### src/rtl/vigenere_stream_cipher.sv
`default_nettype none
// ============================================================================
// Module   : vigenere_stream_cipher
// Purpose  : Streaming Vigenere cipher (uppercase A-Z, mod 26) with a loadable
//            key, run-time encrypt/decrypt and valid/ready on both sides.
//            Non-letter bytes pass through and do not advance the key index.
// Options  : VIGENERE_BYTE_CNT_EN adds o_r_letter_cnt, a saturating count of
//            letter bytes transformed since reset or the last key load.
// Revision : 1.0 - initial release
// ============================================================================
module vigenere_stream_cipher #(
  parameter int p_message_length = 1,
  parameter int p_secret_length  = 6,
  parameter int p_idx_w          = (p_secret_length > 1) ? $clog2(p_secret_length) : 1
) (
  input  logic                          i_w_clk,
  input  logic                          i_w_rst_n,
  input  logic [p_secret_length*8-1:0]  i_w_secret,
  input  logic                          i_w_key_load,
  input  logic                          i_w_mode,
  input  logic [p_message_length*8-1:0] i_w_text,
  input  logic                          i_w_valid,
  output logic                          o_w_ready,
  output logic [p_message_length*8-1:0] o_r_cipher,
  output logic                          o_r_valid,
  input  logic                          i_w_ready,
  output logic                          o_r_key_valid
`ifdef VIGENERE_BYTE_CNT_EN
  ,
  output logic [31:0]                   o_r_letter_cnt
`endif
);

  localparam int ML = p_message_length;
  localparam int SL = p_secret_length;
  localparam logic [p_idx_w-1:0] IDX_LAST = p_idx_w'(SL - 1);

  typedef enum logic [0:0] {
    S_IDLE = 1'b0,
    S_RUN  = 1'b1
  } state_t;

  // True for 'A'..'Z'
  function automatic logic is_letter(input logic [7:0] b);
    return (b >= 8'h41) && (b <= 8'h5A);
  endfunction

  // Key byte to shift amount; non-letter key bytes shift by zero.
  // For letters b[4:0] runs 1..26, so subtracting one yields 0..25.
  function automatic logic [5:0] key_shift(input logic [7:0] b);
    return is_letter(b) ? ({1'b0, b[4:0]} - 6'd1) : 6'd0;
  endfunction

  // Shift one letter; 6-bit intermediates never exceed 51, so no overflow.
  function automatic logic [7:0] shift_letter(input logic [7:0] b,
                                              input logic [5:0] k,
                                              input logic       dec);
    logic [5:0] t;
    logic [5:0] s;
    t = {1'b0, b[4:0]} - 6'd1;
    s = dec ? (t + 6'd26 - k) : (t + k);
    if (s >= 6'd26) s = s - 6'd26;
    return 8'h41 + {2'b00, s};
  endfunction

  state_t                  state_q, state_d;
  logic [7:0]              key_q [SL];
  logic [7:0]              key_d [SL];
  logic [p_idx_w-1:0]      idx_q, idx_d;
  logic [p_idx_w-1:0]      idx_adv;
  logic [ML*8-1:0]         cipher_q, cipher_d;
  logic                    valid_q, valid_d;
  logic [ML*8-1:0]         lane_out;
  logic [7:0]              lane_byte;
  logic [p_idx_w-1:0]      lane_idx;
  logic                    accept;
`ifdef VIGENERE_BYTE_CNT_EN
  logic [31:0]             letters;
  logic [31:0]             cnt_q, cnt_d;
  logic [32:0]             cnt_sum;
`endif

  assign o_r_key_valid = (state_q == S_RUN);
  assign o_w_ready     = (state_q == S_RUN) && !i_w_key_load && (!valid_q || i_w_ready);
  assign accept        = i_w_valid && o_w_ready;
  assign o_r_cipher    = cipher_q;
  assign o_r_valid     = valid_q;

  // Per-lane transform with a rolling key index that only advances on letters
  always_comb begin
    lane_out  = '0;
    lane_byte = '0;
    lane_idx  = idx_q;
`ifdef VIGENERE_BYTE_CNT_EN
    letters   = '0;
`endif
    for (int j = 0; j < ML; j++) begin
      lane_byte = i_w_text[(ML-1-j)*8 +: 8];
      if (is_letter(lane_byte)) begin
        lane_out[(ML-1-j)*8 +: 8] = shift_letter(lane_byte, key_shift(key_q[lane_idx]), i_w_mode);
        lane_idx = (lane_idx == IDX_LAST) ? '0 : lane_idx + p_idx_w'(1);
`ifdef VIGENERE_BYTE_CNT_EN
        letters = letters + 32'd1;
`endif
      end else begin
        lane_out[(ML-1-j)*8 +: 8] = lane_byte;
      end
    end
    idx_adv = lane_idx;
  end

  // Next-state: key load beats any beat; the output register follows valid/ready
  always_comb begin
    state_d  = state_q;
    key_d    = key_q;
    idx_d    = idx_q;
    cipher_d = cipher_q;
    valid_d  = valid_q;
    if (i_w_key_load) begin
      state_d = S_RUN;
      idx_d   = '0;
      for (int c = 0; c < SL; c++) begin
        key_d[c] = i_w_secret[(SL-1-c)*8 +: 8];
      end
    end else if (accept) begin
      idx_d = idx_adv;
    end
    if (accept) begin
      cipher_d = lane_out;
      valid_d  = 1'b1;
    end else if (valid_q && i_w_ready) begin
      valid_d  = 1'b0;
    end
  end

  // State, key, index and output registers
  always_ff @(posedge i_w_clk or negedge i_w_rst_n) begin
    if (!i_w_rst_n) begin
      state_q  <= S_IDLE;
      idx_q    <= '0;
      cipher_q <= '0;
      valid_q  <= 1'b0;
      for (int c = 0; c < SL; c++) begin
        key_q[c] <= 8'h00;
      end
    end else begin
      state_q  <= state_d;
      idx_q    <= idx_d;
      cipher_q <= cipher_d;
      valid_q  <= valid_d;
      for (int c = 0; c < SL; c++) begin
        key_q[c] <= key_d[c];
      end
    end
  end

`ifdef VIGENERE_BYTE_CNT_EN
  assign cnt_sum        = {1'b0, cnt_q} + {1'b0, letters};
  assign o_r_letter_cnt = cnt_q;

  // Saturating letter counter, cleared on key load
  always_comb begin
    cnt_d = cnt_q;
    if (i_w_key_load) begin
      cnt_d = '0;
    end else if (accept) begin
      cnt_d = cnt_sum[32] ? 32'hFFFF_FFFF : cnt_sum[31:0];
    end
  end

  // Counter register
  always_ff @(posedge i_w_clk or negedge i_w_rst_n) begin
    if (!i_w_rst_n) begin
      cnt_q <= '0;
    end else begin
      cnt_q <= cnt_d;
    end
  end
`endif

endmodule
`default_nettype wire
### config.mk
export PLATFORM = sky130hd
export DESIGN_NAME = vigenere_stream_cipher
export DESIGN_NICKNAME = d
export VERILOG_FILES = /design/src/rtl/vigenere_stream_cipher.sv
export SDC_FILE = /design/constraint.sdc
export NUM_CORES = 1
export LEC_CHECK = 0
export BUFFER_PORTS_ARGS = -buffer_cell sky130_fd_sc_hd__buf_2
export CORE_MARGIN = 1
export CORE_UTILIZATION = 60
export CTS_CLUSTER_DIAMETER = 200
export CTS_CLUSTER_SIZE = 10
export DETAILED_ROUTE_END_ITERATION = 10
export GPL_TIMING_DRIVEN = 0
export PLACE_DENSITY = 0.86
export SETUP_SLACK_MARGIN = 0.4
export SLEW_MARGIN = 40
export SYNTH_ARGS = -nofsm -noshare
export SYNTH_HDL_FRONTEND = slang
export SYNTH_SLANG_ARGS = --single-unit
### constraint.sdc
create_clock -name i_w_clk -period 10.6 [get_ports i_w_clk]
set_input_delay 0.53 -clock i_w_clk [delete_from_list [all_inputs] [get_ports i_w_clk]]
set_output_delay 0.53 -clock i_w_clk [all_outputs]
set_load 0.03 [all_outputs]
==> summary.txt <==
Run status
  – Status: completed

Power and ir drop
  – Pwr/cell area: 145 nW/µm²
  – Leak: 0.00205 µW
  – Comb pwr share: approximately 26%
  – Seq pwr share: 42.1%
  – Internal Power: 447 µW
  – Switching part of the total: 30.4%
  – VDD IR-drop max: 0.130 mV
  – P_sw: 196 µW
  – Clock network fraction of total power: 32.3%
  – Total Power: roughly 640 µW

Synth
  – Post-synth cell types: 60
  – Seq cells post-synth: a little over 60
  – Ys flop type: dfrtp_1
  – Yosys warning count: 0
  – Syn_area_per_cell: 10.7 µm²
  – Area share of the largest cell type after synthesis: about two fifths
  – Post-Syn Instances: 354
  – Synthesized area: 3790 µm²
  – Register area share after synthesis: 40.3%
  – Count leader, synth: dfrtp_1
  – Number of enable flip-flop cells after synthesis: 0
  – Synth cell count leaders: dfrtp_1 (61), mux2_2 (56), inv_1 (23), ha_1 (21), nand2_1 (21)
  – Post-synth top area cell: dfrtp_1
  – Post-Syn Nets: 439
  – Asr flop ratio synth: 100%
  – Top area cells in the synthesized netlist: dfrtp_1 (40%), mux2_2 (17%), ha_1 (6.9%), mux2i_1 (3.2%), inv_1 (2.3%)

STA
  – Skew final: 0.0121 ns
  – Final Hold Viols: 0
  – Final min period: between 6 and 7 ns
  – Worst-Margin Slew: 0.758 ns
  – Max Fclk: 157 MHz
  – Relative slew slack: between 40% and 50%
  – RSZ-0062 raised after global routing: false
  – Final Cycle Share: 60.0%
  – Final setup fails: 0
  – Final Max Tran Viols: 0
  – TNS Setup: 0 ns

GRT
  – Total grt overflow: 0
  – Vias in the first global route: approximately 3000
  – Global-route wire length before repair: 13.9 mm
  – Largest net degree at the start of global routing: 62
  – Total GRT Usage: 28.5%
  – Antenna violations before repair: 0

Layout
  – Layout cells sized above 1: around a third
  – Final Core Density: 74.2%
  – ANT cells: 0
  – Nets: between 500 and 600
  – Area delta synth->final: 17.3%

Setup path
  – Maximum net fanout on the critical path: 10
  – CP Launch Type: flip-flop
  – WP data required: between 10 and 15 ns
  – CP Class: flip-flop to flip-flop
  – Crit path capture type: flip-flop
  – Worst EP arrival: 6.57 ns

Clock network
  – CTS tree: built
  – Clock sink count: 61
  – Latest clock arrival within the worst-skew pair: 0.34 ns
  – Post-CTS sizing: 0
  – Cts bufs inserted: 9
  – Post-CTS Setup Bufs: 0
  – H-tree Lvls: 3
  – Clock Path Buffers: 2
  – Root Buffer: clkbuf_8
  – # hold bufs at CTS: 0
  – CTS clk-pin slew, worst paths: 0.07 ns

Die
  – DIE WIDTH: 81.5 µm
  – Placement Rows: 28
  – Die area: 6640 µm²
  – Total core area: ~6000 µm²
  – Io pins: 73
  – Initial core utilization: roughly 63%
  – Die height: a little over 80 µm

Placement
  – Hpwl dp: 6.26 mm
  – RePlAce Congestion: 0.859
  – I/O Buffers: 71

Route
  – Antenna Violating Nets Remaining: 0
  – Final WL: between 8 and 9 mm
  – Router iterations before antenna repair: 5
  – DR vias/cell: between 5 and 6
  – Via count: 2997
  – Initial DRC count: 98
  – DRC viols: 0
  – Wire per inst: 16.6 µm

Worst hold path
  – Hold/Removal Path Class: input pin to asynchronous set/reset pin

Job
  – Max-cap viol count: 0
==> metrics by stage <==
step,cells,hold slack [ns],area [µm²],setup slack (ns)
floorplan,354,0.234,3790,5.05
global placement,500,0.459,4240,4.50
detailed placement,500,0.469,4240,4.35
CTS,516,0.275,4440,4.28
global route,516,0.184,4440,3.75
finish,516,0.150,4440,4.23
==> final cells by class <==
| cell class | instances | area (µm²) |
|---|---|---|
| plain buffers | 15 | 72.6 |
| clock buffers | 11 | 141 |
| clock inverters | 5 | 58.8 |
| fillers | 410 | 1550 |
| inverters | 23 | 86.3 |
| multi-input cells | 255 | 2100 |
| flip-flops and latches | 61 | 1530 |
| well taps | 75 | 93.8 |
| repair buffers | 71 | 362 |
==> power groups by stage <==
stage          registers (µW)  clock network [µW]  logic, µW
3_5_place_dp              274                   0        163
4_1_cts                   271                 211        164
3_3_place_gp              273                   0        157
5_1_grt                   274                 219        182
2_1_floorplan             283                   0        105
6_report                  271                 208        164
==> layer usage <==
metal  global-route usage [%]  vias to the layer above  share of wire (%)
li1                         -                     1410                  -
met1                     33.7                     1478                 42
met2                     50.1                       88                 52
met3                     6.33                       21                4.3
met4                     11.1                        0                2.1
met5                        0                        -                  0
==> cells in the final DEF, fill, tap and decap left out, drive strengths merged, types with 2 or more instances in the layout <==
master	instances
buf	76
dfrtp	61
mux2	58
inv	24
nand2	21
ha	21
clkbuf	21
nor2	19
a21oi	15
o21ai	13
mux2i	12
xnor2	9
nor2b	7
nand3	7
nor3	6
nand2b	5
or3	5
xor2	5
and2	5
a21o	4
a22oi	3
o31ai	2
a221o	2
o21a	2
nor3b	2
and3	2
o211a	2
fa	2
clkinvlp	2
nor4	2
nor4b	2
or2	2
==> kinds of logic after synthesis <==
kind of cell	synth area share (%)
buf+inv	4.19
simple gates	12.7
fa+ha+maj	8.26
flops	40.3
compound gates	10.2
mux	21.1
xor+xnor	3.24
==> path summary, 6_finish.rpt <==
kind / start / cells after the start / endpoint / slack, ns
worst max-delay path: idx_q[1] / 25 / o_r_cipher[4] / 4.23
worst min-delay path: i_w_rst_n / 1 / key_q[22] / 0.15
worst max register to register: idx_q[1] / 25 / o_r_cipher[4] / 4.23
worst min register to register: o_r_cipher[7] / 2 / o_r_cipher[7] / 0.48
max in group asynchronous: i_w_rst_n / 1 / idx_q[1] / 10.05
min in group i_w_clk: i_w_text[7] / 3 / o_r_cipher[7] / 0.40
==> critical path, stage by stage (launching register included) <==
cell and delay, ns:
dfrtp_1 0.34, buf_6 0.14, clkbuf_1 0.44, nand2b_1 0.26
o32ai_1 0.10, a21oi_1 0.40, ha_1 0.29, inv_1 0.08
o31a_1 0.28, a21bo_2 0.24, nor2_1 0.09, ha_1 0.30
ha_1 0.24, fa_1 0.42, maj3_1 0.36, a21oi_1 0.18
mux2_2 0.39, and3_1 0.18, o211a_1 0.25, a211oi_4 0.33
xor2_1 0.13, ha_1 0.25, and3_1 0.16, mux2i_1 0.18
xnor2_1 0.14, a21oi_1 0.08
==> sequential cells by signal (all words and copies together) (netlist names) <==
signal and flops:
o_r_key_valid 1, o_r_valid 1, idx_q 3, key_q 48
o_r_cipher 8
Note: power is estimated with default switching activity, not from simulation.
